[config.mk]
export PLATFORM = sky130hd
export DESIGN_NAME = month_year
export DESIGN_NICKNAME = d
export VERILOG_FILES = /design/src/rtl/month_year.sv
export SDC_FILE = /design/constraint.sdc
export NUM_CORES = 1
export LEC_CHECK = 0
export CAP_MARGIN = 10
export CORE_ASPECT_RATIO = 1.2
export CORE_MARGIN = 2
export CORE_UTILIZATION = 31
export CTS_CLUSTER_DIAMETER = 80
export CTS_CLUSTER_SIZE = 8
export DETAILED_ROUTE_END_ITERATION = 10
export SYNTH_ARGS = -nofsm -noshare
export SYNTH_HDL_FRONTEND = slang
export SYNTH_SLANG_ARGS = --single-unit
export TNS_END_PERCENT = 30
[constraint.sdc]
create_clock -name clk -period 2.61 [get_ports clk]
set_clock_uncertainty 0.15 [all_clocks]
set_input_delay 0.3915 -clock clk [delete_from_list [all_inputs] [get_ports clk]]
set_output_delay 0.3915 -clock clk [all_outputs]
set_load 0.1 [all_outputs]
[src/rtl/month_year.sv]
// BCD month/year counter for the century clock: advances on day rollover,
// carries into a four-digit year, and accepts a validated parallel load.
module month_year #(
  parameter logic [15:0] YEAR_RST = 16'h2000,
  parameter logic [15:0] YEAR_MAX = 16'h9999,
  parameter logic [15:0] YEAR_MIN = 16'h0000
) (
  input  logic       clk,
  input  logic       rst,
  input  logic       en,
  input  logic       load,
  input  logic [3:0] ld_month_0,
  input  logic [3:0] ld_month_1,
  input  logic [3:0] ld_year_0,
  input  logic [3:0] ld_year_1,
  input  logic [3:0] ld_year_2,
  input  logic [3:0] ld_year_3,
  output logic [3:0] month_0,
  output logic [3:0] month_1,
  output logic [3:0] year_0,
  output logic [3:0] year_1,
  output logic [3:0] year_2,
  output logic [3:0] year_3,
  output logic       mm_to_yy_en,
  output logic       yy_wrap,
  output logic       load_ok,
  output logic       load_err
);

  logic [7:0]  month_q, month_d;
  logic [15:0] year_q, year_d;
  logic        load_ok_q, load_err_q;
  logic [7:0]  ld_month;
  logic [15:0] ld_year;
  logic        ld_valid, state_valid, month_is_12;
  logic [15:0] year_inc;
  logic        carry;

  function automatic logic digits_ok(input logic [15:0] v);
    return (v[3:0] <= 4'd9) && (v[7:4] <= 4'd9) && (v[11:8] <= 4'd9) && (v[15:12] <= 4'd9);
  endfunction

  // With every digit <= 9, packed BCD orders the same way as the decimal value.
  function automatic logic date_ok(input logic [7:0] m, input logic [15:0] y);
    return digits_ok({8'h00, m}) && digits_ok(y) && (m >= 8'h01) && (m <= 8'h12) &&
           (y >= YEAR_MIN) && (y <= YEAR_MAX);
  endfunction

  assign ld_month    = {ld_month_1, ld_month_0};
  assign ld_year     = {ld_year_3, ld_year_2, ld_year_1, ld_year_0};
  assign ld_valid    = date_ok(ld_month, ld_year);
  assign state_valid = date_ok(month_q, year_q);
  assign month_is_12 = (month_q == 8'h12);

  // An invalid state only resets the month, so no year carry is announced.
  assign mm_to_yy_en = en & ~load & state_valid & month_is_12;
  assign yy_wrap     = mm_to_yy_en & (year_q == YEAR_MAX);

  always_comb begin
    year_inc = year_q;
    carry    = 1'b1;
    for (int i = 0; i < 4; i++) begin
      if (carry) begin
        if (year_q[4*i +: 4] == 4'd9) begin
          year_inc[4*i +: 4] = 4'd0;
        end else begin
          year_inc[4*i +: 4] = year_q[4*i +: 4] + 4'd1;
          carry              = 1'b0;
        end
      end
    end
  end

  always_comb begin
    month_d = month_q;
    year_d  = year_q;
    if (load) begin
      if (ld_valid) begin
        month_d = ld_month;
        year_d  = ld_year;
      end
    end else if (en) begin
      if (!state_valid) begin
        month_d = 8'h01;
      end else if (month_is_12) begin
        month_d = 8'h01;
        year_d  = (year_q == YEAR_MAX) ? YEAR_MIN : year_inc;
      end else if (month_q[3:0] == 4'd9) begin
        month_d = {month_q[7:4] + 4'd1, 4'd0};
      end else begin
        month_d = {month_q[7:4], month_q[3:0] + 4'd1};
      end
    end
  end

  always_ff @(posedge clk) begin
    if (rst) begin
      month_q    <= 8'h01;
      year_q     <= YEAR_RST;
      load_ok_q  <= 1'b0;
      load_err_q <= 1'b0;
    end else begin
      month_q    <= month_d;
      year_q     <= year_d;
      load_ok_q  <= load & ld_valid;
      load_err_q <= load & ~ld_valid;
    end
  end

  assign month_0  = month_q[3:0];
  assign month_1  = month_q[7:4];
  assign year_0   = year_q[3:0];
  assign year_1   = year_q[7:4];
  assign year_2   = year_q[11:8];
  assign year_3   = year_q[15:12];
  assign load_ok  = load_ok_q;
  assign load_err = load_err_q;

endmodule

; ---- Word level (Yosys, flattened, before mapping)
; Index checks and enable logic that the tools add are counted.
[classes]
addsub = 6
bitwise = 8
n_reduce_logical = 30
n_lt_le_gt_ge = 20
shift = 0
div_mod_pow = 0
n_eq_ne = 9
multipliers = 0
n_mux = 24
[op_table]
columns = operator, n
row1 = two-way mux 16 bit, 6
row2 = less-or-equal comparator 4 bit (second input constant), 12
row3 = two-way mux 8 bit, 6
row4 = >= comparator 16 x 1 -> 1 bit (second input constant), 2
row5 = less-or-equal comparator 16 bit (second input constant), 2
row6 = two-way mux 4 bit, 7
row7 = adder 4 x 1 -> 4 bit (second input constant), 6
row8 = equality test 4 bit (second input constant), 5
row9 = logical AND 1 bit, 18
row10 = equality test 16 bit (second input constant), 1
row11 = >= comparator 8 x 1 -> 1 bit (second input constant), 2
row12 = less-or-equal comparator 8 x 5 -> 1 bit (second input constant), 2
row13 = AND reduction 5 bit, 3
row14 = nonzero test 3 bit, 3
row15 = equality test 8 x 5 -> 1 bit (second input constant), 1
row16 = bitwise AND 1 bit, 6
row17 = nonzero test 2 bit, 3
row18 = two-way mux 1 bit, 5
row19 = inequality test 4 x 2 -> 1 bit (second input constant), 1
row20 = AND reduction 4 bit, 1
row21 = AND reduction 3 bit, 1
row22 = inequality test 2 x 1 -> 1 bit (second input constant), 1
row23 = NOT 1 bit, 2
row24 = AND reduction 2 bit, 1
[totals]
input_bits = 28
latchBits = 0
memories = 0
elab_cells = 105
ram_bits = 0
output_inout_bits = 28
romBits = 0
ff_bits = 26

; ---- Longest topological paths before layout
[logic_depth]
ltp_word = 12
ltp_mapped = 8

; ---- Worst setup path after synthesis
; OpenSTA, ideal clock, no wires.
[synth_timing]
path_type = register to output
start = register month_q[4]
end = output port yy_wrap
path_slack_ns = -1.163
path_stages_with_launch = 6
path_buffers = 0
t_arrival_ns = 3.232
required_time_ns = 2.069
path_cell_list = dfxtp_1 ha_1 and4bb_2 and2_1 nand4_1 nor2_1
[synth_between]
elab_chain_len = 10
elab_cells_between_ends = 13
cone_classes = 3 x order compare / 1 x eq/ne / 3 x bitwise / 6 x reduce/logical
[synth_lines]
columns = element, line_no
row1 = "start, declared", 30  ; logic [7:0] month_q, month_d;
row2 = "start signal, assigned", 103  ; month_q <= month_d;
row3 = less-or-equal comparator 4 bit, 40  ; return (v[3:0] <= 4'd9) && (v[7:4] <= 4'd9) && (v[11:8] <= 4'd9) && (v[15:12] <= 4'd9);
row4 = logical AND 1 bit, 40
row5 = logical AND 1 bit (4 in series), 45  ; return digits_ok({8'h00, m}) && digits_ok(y) && (m >= 8'h01) && (m <= 8'h12) &&
row6 = logical AND 1 bit, 46  ; (y >= YEAR_MIN) && (y <= YEAR_MAX);
row7 = bitwise AND 1 bit, 56  ; assign mm_to_yy_en = en & ~load & state_valid & month_is_12;
row8 = bitwise AND 1 bit *, 56
row9 = bitwise AND 1 bit *, 57  ; assign yy_wrap = mm_to_yy_en & (year_q == YEAR_MAX);
row10 = "end, declared", 25  ; output logic yy_wrap,
; Every way passes the cells marked *; elsewhere a longest branch is shown, timed or not.

; ---- Worst setup path after layout
[layout_timing]
start = register month_q[5]
end = output port yy_wrap
; Same word-level chain as after synthesis.

==> results.sh <==
export IMPL_die_area_um2=7180
export IMPL_worst_hold_path_type="flip-flop to flip-flop"
export IMPL_hpwl_after_detailed_placement_um=4760
export IMPL_finalCriticalPeriod_ns=2.47
export IMPL_gr_total_overflow=0
export IMPL_max_cap_violations=0
export IMPL_crit_path_cell_trace="inv_1, ha_4, and4bb_2, and2_1, nand4_1, buf_4, nor2_4, buf_12"
export IMPL_number_of_i_o_port_buffers=55
export IMPL_drt_total_wl_um=6270
export IMPL_design_area_um2=2860
export IMPL_seqPwrFrac_pct=43.9
export IMPL_critical_path_required_ns=2.07
export IMPL_gp_congestion=0.805
export IMPL_fillerInstances=632
export IMPL_tritoncts_num_buffers=3
export IMPL_timing_reg2reg_worst_path_depth=9
export IMPL_totalPowerFinal_mw=0.960
export IMPL_switching_share_pct=32.3
export IMPL_track_usage_pct=17.4
export IMPL_tightestPinTransition_ns=0.446
export IMPL_static_leakage_power_nw=1.09
export IMPL_insertion_delay_ns=0.28
export IMPL_placed_cell_area_um2=2790
export IMPL_drive_above_1_share_pct=28.6
export IMPL_report_final_slew_viol_count=0
export IMPL_die_width_um=77.7
export IMPL_netlist_instances=263
export IMPL_number_of_antenna_violations_at_the_first_check_in_global_routing=0
export IMPL_ir_drop_mv=0.187
export IMPL_post_route_period_util_pct=94.8
export IMPL_first_pass_grt_wire_length_um=10200
export IMPL_grt_pass1_vias=2081
export IMPL_synth_top_cells_by_count="sky130_fd_sc_hd__nand2_1 (27), sky130_fd_sc_hd__dfxtp_1 (26), sky130_fd_sc_hd__o21ai_0 (23), sky130_fd_sc_hd__nor2_1 (20), sky130_fd_sc_hd__a21oi_1 (14)"
export IMPL_ioPinCount=56
export IMPL_crit_type="flip-flop to output port"
export IMPL_final_net_count=365
export IMPL_intPower_mw=0.650
export IMPL_power_net_switching_mw=0.310
export IMPL_cts_hold_repair_buffers=0
export IMPL_yosys_top_cells_area="sky130_fd_sc_hd__dfxtp_1 (26%), sky130_fd_sc_hd__o21ai_0 (5.7%), sky130_fd_sc_hd__nand2_1 (5.0%)"
export IMPL_tritoncts="built"
export IMPL_final_routed_wire_length_divided_by_cell_count_um=15.0
export IMPL_cp_num_cells=8
export IMPL_drt_drc=0
export IMPL_power_share_clock_pct=28.9
export IMPL_hold_viol=0
export IMPL_core_um2=6370
export IMPL_syn_to_final_growth_pct=41.8
export IMPL_drt_pass1_iter_count=4
export IMPL_cp_slowest_stage_delay_ns=0.38
export IMPL_std_cell_rows=32
export IMPL_crit_path_max_fanout=6
export IMPL_power_density_nw_per_um2=335
export IMPL_timing_critical_path_slowest_stage_cell="sky130_fd_sc_hd__dfxtp_4"
export IMPL_cp_buffers_inverters=3
export IMPL_initial_core_util_pct=31.7
export IMPL_antenna_cells_inserted=0
export IMPL_ys_types=61
export IMPL_synthesis_area_per_instance_um2=7.68
export IMPL_synth_edff_count=0
export IMPL_postSynth_asyncResetShare_pct=0
export IMPL_status="finished clean"
export IMPL_worstPathArrival_ns=1.93
export IMPL_post_synth_top_area_cell="sky130_fd_sc_hd__dfxtp_1"
export IMPL_die_y_um=92.4
export IMPL_final_seq_area_um2=551
export IMPL_postCtsResizedCells=0
export IMPL_largest_net_degree_at_the_start_of_global_routing=17
export IMPL_cts_buffer_depth=2
export IMPL_setup_worst_path_start_class="flip-flop"
export IMPL_clk_root_buffer_cell="sky130_fd_sc_hd__clkbuf_8"
export IMPL_synth_register_bits=26
export IMPL_detailroute_via_count=2228
export IMPL_sequential_element_share_of_the_synthesized_area_pct=25.8
export IMPL_synth_most_common_cell="sky130_fd_sc_hd__nand2_1"
export IMPL_tns_ns=0
export IMPL_postRouteAntennaNets=0
export IMPL_synth_fp_nets=295
export IMPL_fmax_mhz=404
export IMPL_combinationalPowerShare_pct=27.2
export IMPL_post_cts_repair_setup_buffers=0
export IMPL_multi_input_comb_area_um2=1420
export IMPL_netlist_area_um2=2020
export IMPL_setup_worst_path_end_class="output port"
export IMPL_clk_pin_slew_worst_setup_hold_paths_ns=0.10
export IMPL_worst_path_dominant_cell_family="simple AND/OR/NAND/NOR gates"
export IMPL_number_of_h_tree_branching_levels=1
export IMPL_ys_warnings_count=0
export IMPL_slew_headroom_pct=69.8
export IMPL_worstHoldPathCells=2
export IMPL_cts_num_sinks=26
export IMPL_detailedRoute_firstIterationViolations=100
export IMPL_synth_top_area_share_pct=25.8
export IMPL_setup_viol=0
export IMPL_unrepaired_setup_endpoints_after_global_routing="no"
export IMPL_route_detailed_vias_per_inst=5.34
export IMPL_yosys_most_used_dff="sky130_fd_sc_hd__dfxtp_1"
-- power groups by stage --
stage,logic [mW],registers [mW],clock network (mW)
2_1_floorplan,0.110,0.470,0
3_3_place_gp,0.258,0.430,0
3_5_place_dp,0.258,0.430,0
4_1_cts,0.259,0.420,0.280
5_1_grt,0.282,0.424,0.296
6_report,0.261,0.421,0.277
-- registers in the layout, indices dropped and copies added, names as in the netlist --
signal    flops
month_q       8
load_err      1
year_q       16
load_ok       1
-- per-stage QoR --
step | setup WS (ns) | instances | hold WS, ns | util (%)
6_report | 0.136 | 417 | 0.362 | 45.0
3_5_place_dp | -0.0362 | 413 | 0.348 | 43.8
4_1_cts | 0.0767 | 417 | 0.364 | 44.7
5_1_grt | 0.0236 | 417 | 0.391 | 45.0
3_3_place_gp | 0.0178 | 413 | 0.337 | 43.8
2_1_floorplan | -0.0108 | 263 | 0.410 | -
-- routing by layer --
metal  wire, um  track usage [%]
met5          0                0
met3        235             1.95
met2       3040             29.1
met1       2890             23.4
met4         97             5.06
-- cell usage in the layout, fill, tap and decap left out, types with 4 or more instances in the layout --
| cell type | n |
|---|---|
| sky130_fd_sc_hd__clkdlybuf4s50_1 | 27 |
| sky130_fd_sc_hd__mux2i_1 | 7 |
| sky130_fd_sc_hd__o211ai_1 | 5 |
| sky130_fd_sc_hd__nor2_1 | 19 |
| sky130_fd_sc_hd__nand2b_1 | 8 |
| sky130_fd_sc_hd__nand3_1 | 10 |
| sky130_fd_sc_hd__a21oi_1 | 14 |
| sky130_fd_sc_hd__o21ai_0 | 23 |
| sky130_fd_sc_hd__nand4_1 | 4 |
| sky130_fd_sc_hd__inv_1 | 10 |
| sky130_fd_sc_hd__clkbuf_8 | 4 |
| sky130_fd_sc_hd__nand2_1 | 27 |
| sky130_fd_sc_hd__dfxtp_1 | 6 |
| sky130_fd_sc_hd__dfxtp_2 | 18 |
| sky130_fd_sc_hd__xnor2_1 | 4 |
| sky130_fd_sc_hd__buf_4 | 51 |
| sky130_fd_sc_hd__nor3_1 | 12 |
| sky130_fd_sc_hd__nor2b_1 | 6 |
| sky130_fd_sc_hd__a211oi_1 | 7 |
-- worst min-delay path, stage by stage (launching register included) --
cell                      delay, ns
sky130_fd_sc_hd__dfxtp_2       0.36
sky130_fd_sc_hd__nand2_1       0.06
sky130_fd_sc_hd__mux2i_1       0.06
-- cells by family after synthesis --
| family | after synthesis | share of synthesized area (%) |
|---|---|---|
| mux | 9 | 4.58 |
| compound gates | 86 | 30.5 |
| simple gates | 108 | 29.2 |
| xor+xnor | 4 | 1.73 |
| buf+inv | 26 | 5.70 |
| fa+ha+maj | 4 | 2.48 |
| flops | 26 | 25.8 |
-- layout make-up --
class                           count  share of cell area [%]
Inverter                           11                    1.53
Clock buffer                        4                    1.92
Sequential cell                    26                    19.2
Tap cell                           85                    3.71
Timing Repair Buffer               80                    24.2
Multi-Input combinational cell    211                    49.4
-- final timing paths --
| path | startpoint | endpoint | slack, ns |
|---|---|---|---|
| setup / recovery | month_q[5]$_SDFFE_PP0P_ | yy_wrap | 0.14 |
| setup reg to reg | month_q[5]$_SDFFE_PP0P_ | year_q[7]$_SDFFE_PP0P_ | 0.44 |
| hold reg to reg | year_q[11]$_SDFFE_PP0P_ | year_q[11]$_SDFFE_PP0P_ | 0.36 |
| hold / removal | year_q[11]$_SDFFE_PP0P_ | year_q[11]$_SDFFE_PP0P_ | 0.36 |
Power figures use the tool's default switching activity.
==> RTL edit 1: new RTL, same settings <==
Make the reset (`rst`) asynchronous in one clocked block.
--- a/src/rtl/month_year.sv
+++ b/src/rtl/month_year.sv
@@ -94,5 +94,5 @@
   end
 
-  always_ff @(posedge clk) begin
+  always_ff @(posedge clk or posedge rst) begin
     if (rst) begin
       month_q    <= 8'h01;
Behaviour: differs if rst is asserted again (counterexample within 4 cycles, from zero or initial values and one cycle with rst high); with rst held inactive, the same outputs for 10 cycles.
==> RTL edit 1 against the original RTL <==
Hold slack lost 0.059 ns; synthesized area is 3.1% lower; design area up 4.4%; sequential cell count unchanged; via count down 4.7%; wire length down 4.6%; worst setup slack got worse by 0.13 ns; fmax shrank 4.9%; critical path type unchanged; critical endpoint unchanged; largest cell class unchanged; highest routed layer unchanged.
Power is not compared: it rests on default switching activity, and its combinational part moved more than twofold at a synthesized area within 25%.
==> RTL edit 1: results (changes against the original RTL) <==
Synth
  • Ys flop type: dfrtp_1 (was dfxtp_1)
  • Mapped Nets: 261 (was 295)
  • Async set-reset flop share out of synthesis: 1.00 (was 0)
  • Most frequent cells after synthesis: dfrtp_1 (24), o21ai_0 (24), a21oi_1 (20), nand2_1 (17), inv_1 (16) (was nand2_1 (27), dfxtp_1 (26), o21ai_0 (23), nor2_1 (20), a21oi_1 (14))
  • Mean Syn Cell Area: 8.55 sq um (was 7.68 sq um)

Global route
  • First-pass GRT wire length: 10300 microns (was 10200 microns)
  • Total global-route track usage: 0.179 (was 0.174)
  • Vias in the first global route: 2135 (was 2081)
  • Largest net degree at the start of global routing: 29 (was 17)

Detailed routing
  • Initial DRC count: 176 (was 100)
  • Routed wire length: 5980 microns (was 6270 microns)
  • Routed WL per cell: 14.7 microns (was 15.0 microns)
  • DR vias: 2124 (was 2228)

Run status
  • Status: complete, no violations (unchanged)

Placement
  • DP Wirelength: 4500 microns (was 4760 microns)
  • Placer's final routability congestion estimate: 0.871 (was 0.805)
  • Inst Count DP: 394 (was 413)

Worst setup path
  • R2R Setup Slk: 0.24 ns (was 0.44 ns)
  • Reg2Reg Depth: 8 (was 9)
  • Reg-to-Reg End: month_q[4] (was year_q[7])
  • Crit path from: month_q[6] (was month_q[5])
  • Critical R2R Launch: year_q[10] (was month_q[5])
  • Data arrival, critical path: 2.06 ns (was 1.93 ns)
  • Slowest cell on crit path: dfrtp_4 (was dfxtp_4)
  • CP max stage delay: 0.49 ns (was 0.38 ns)

Timing
  • Slew of the pin with the lowest slew margin: 0.462 ns (was 0.446 ns)
  • WHS: 0.303 ns (was 0.362 ns)

Layout
  • Fin nets: 357 (was 365)
  • Layout cell share with drive strength beyond 1: 0.355 (was 0.286)

Hold path
  • Hold Path Class: in2async (was reg2reg)
RTL edit 1: through the flow:
stage,setup slack (ns),area (sq um),utilization
finish,0.00749,2990,0.491
global route,-0.130,2990,0.491
CTS,0.0000855,2990,0.491
detailed placement,-0.114,2860,0.469
global placement,-0.0664,2860,0.469
floorplan,-0.659,2020,-
RTL edit 1: cell families after synthesis:
kind of cell / count (synthesis) / share of synthesized area
compound gates: 90 / 0.324
simple gates: 77 / 0.230
fa+ha+maj: 4 / 0.0256
flops: 26 / 0.334
buf+inv: 26 / 0.0563
mux: 6 / 0.0307
RTL edit 1: final cells by class:
| class | count | area (sq um) |
|---|---|---|
| Sequential cell | 26 | 686 |
| Inverter | 16 | 62.6 |
| Multi-Input combinational cell | 177 | 1250 |
| Fill cell | 609 | 3100 |
| Clock buffer | 4 | 45.0 |
| Timing Repair Buffer | 101 | 848 |
| Tap cell | 82 | 103 |
RTL edit 1: repair_timing:
action,in CTS,in global routing
resized for setup,8,0
pin swaps,4,0
buffers inserted,8,0
endpoints found under the setup margin,2,2
RTL edit 1: critical path: cells and delay by family (launching register included):
kind / cells / cell delay, ns
buf+inv: 1 / 0.20
flops: 1 / 0.49
simple gates: 5 / 1.08
RTL edit 1: per-layer routing:
metal / up-vias / global-route usage / part of all wire
li1: 1060 / - / -
met1: 1010 / 0.227 / 0.45
met2: 48 / 0.312 / 0.50
met3: 6 / 0.0258 / 0.035
met4: 0 / 0.0576 / 0.014
met5: - / 0 / 0
RTL edit 1: where the power goes:
| part | total, mW | internal (mW) | leakage (nW) | switching, mW |
|---|---|---|---|---|
| clock | 0.251 | 0.110 | 0.0228 | 0.141 |
| sequential | 0.569 | 0.465 | 0.314 | 0.104 |
| combinational | 0.939 | 0.303 | 0.955 | 0.637 |
| total | 1.76 | 0.878 | 1.29 | 0.882 |
==> RTL edit 2: new RTL, config.mk and constraints unchanged <==
Made on the original files. The parameter `YEAR_RST` goes from 16'h2000 to 16'h1000.
--- a/src/rtl/month_year.sv
+++ b/src/rtl/month_year.sv
@@ -2,5 +2,5 @@
 // carries into a four-digit year, and accepts a validated parallel load.
 module month_year #(
-  parameter logic [15:0] YEAR_RST = 16'h2000,
+  parameter logic [15:0] YEAR_RST = 16'h1000,
   parameter logic [15:0] YEAR_MAX = 16'h9999,
   parameter logic [15:0] YEAR_MIN = 16'h0000
Function: changed (a bounded check fails within 4 cycles, from zero or initial values and one cycle with rst high).
==> RTL edit 2 against the original RTL <==
Critical path depth is 2 lower; design area is 4.1% lower; wire length is 6.4% lower; sequential cell count stayed put; power is 7.2% lower; synthesized area is 5.1% lower; worst setup slack worse by 0.071 ns; clock power is 13% lower; highest routed layer unchanged.
==> RTL edit 2: results (changes against the original RTL) <==
Worst setup path
  • Data arrival, critical path: 2.00 ns (was 1.93 ns)
  • Crit Path Max Fanout: 10 (was 6)
  • CP max stage delay: 0.40 ns (was 0.38 ns)

Global route
  • Total global-route track usage: 0.175 (was 0.174)
  • Grt met3 use: 0.0224 (was 0.0195)
  • First-pass GRT wire length: 9410 microns (was 10200 microns)
  • Met1 usage: 0.227 (was 0.234)
  • Largest net degree at the start of global routing: 29 (was 17)
  • Met2 GRT Util: 0.292 (was 0.291)
  • Vias in the first global route: 1933 (was 2081)

Placement
  • DP Wirelength: 4600 microns (was 4760 microns)
  • IO buf count: 55 (unchanged)
  • Placer's final routability congestion estimate: 0.869 (was 0.805)

Clock network
  • Max Root-Sink Buffers: 2 (unchanged)
  • Post-CTS setup repair buffer count: 2 (was 0)
  • Number of H-tree levels: 1 (unchanged)

Power and ir drop
  • Peak VDD IR: 0.164 mV (was 0.187 mV)
  • Leakage: 1.05 nW (was 1.09 nW)

Synth
  • Seq/Total Area, Yosys: 0.272 (was 0.258)
  • Ys flop type: dfxtp_1 (unchanged)
  • Post-synthesis cell type count: 59 (was 61)
  • Top post-synthesis cells by area: dfxtp_1 (27%), o21ai_0 (7.0%), nand2_1 (5.5%) (was dfxtp_1 (26%), o21ai_0 (5.7%), nand2_1 (5.0%))
  • Mapped Nets: 283 (was 295)
  • Most frequent cells after synthesis: nand2_1 (28), o21ai_0 (27), dfxtp_1 (26), nor2_1 (25), a21oi_1 (20) (was nand2_1 (27), dfxtp_1 (26), o21ai_0 (23), nor2_1 (20), a21oi_1 (14))

Detailed routing
  • M1 WL: 2510 microns (was 2890 microns)
  • DR vias: 2103 (was 2228)
  • Max Used Layer: met4 (unchanged)
  • Routed wire length: 5870 microns (was 6270 microns)
  • WL met3: 195 microns (was 235 microns)
  • Met2 wire len: 3080 microns (was 3040 microns)
  • Initial DRC count: 64 (was 100)

Layout
  • Layout cell share with drive strength beyond 1: 0.293 (was 0.286)
  • Largest regs: year_q (16), month_q (8) (unchanged)
  • Fin nets: 350 (was 365)

Hold path
  • Hold Path Class: reg2reg (unchanged)

Timing
  • Slew of the pin with the lowest slew margin: 0.374 ns (was 0.446 ns)

Run status
  • Status: complete, no violations (unchanged)
-- RTL edit 2: power breakdown --
group | internal (mW) | switching [mW] | total [mW]
Sequential | 0.400 | 0.0181 | 0.418
Combinational | 0.101 | 0.130 | 0.231
Clock | 0.106 | 0.135 | 0.241
Total | 0.607 | 0.283 | 0.890
-- RTL edit 2: logic make-up after synthesis --
family / count (synthesis) / synth area share
adder cells (fa/ha/maj): 4 / 0.0261
buffers and inverters: 22 / 0.0496
AO/OA/AOI/OAI: 86 / 0.296
flip-flops: 26 / 0.272
AND/OR/NAND/NOR: 102 / 0.302
XOR/XNOR: 4 / 0.0183
multiplexers: 7 / 0.0366
-- RTL edit 2: final cells by class --
| class | instances | area, sq um |
|---|---|---|
| Sequential cell | 26 | 564 |
| Clock inverter | 1 | 3.75 |
| Fill cell | 614 | 3270 |
| Clock buffer | 3 | 41.3 |
| Inverter | 11 | 47.5 |
| Timing Repair Buffer | 73 | 641 |
| Multi-Input combinational cell | 203 | 1350 |
| Tap cell | 82 | 103 |
-- RTL edit 2: metrics by stage --
step	util	power [mW]	instances	setup slack (ns)	instance area [sq um]
2_1_floorplan	-	0.567	251	-0.189	2010
3_3_place_gp	0.444	0.658	392	0.101	2670
3_5_place_dp	0.444	0.657	392	0.0704	2670
4_1_cts	0.454	0.896	398	0.0202	2730
5_1_grt	0.457	0.927	399	-0.0101	2750
6_report	0.457	0.890	399	0.0642	2750
-- RTL edit 2: final timing paths --
| check | from | endpoint | slack (ns) | depth (start not counted) |
|---|---|---|---|---|
| max | month_q[3] | yy_wrap | 0.06 | 6 |
| min | month_q[6] | month_q[6] | 0.37 | 2 |
| max reg2reg | month_q[3] | year_q[5] | 0.15 | 9 |
| min reg2reg | month_q[6] | month_q[6] | 0.37 | 2 |
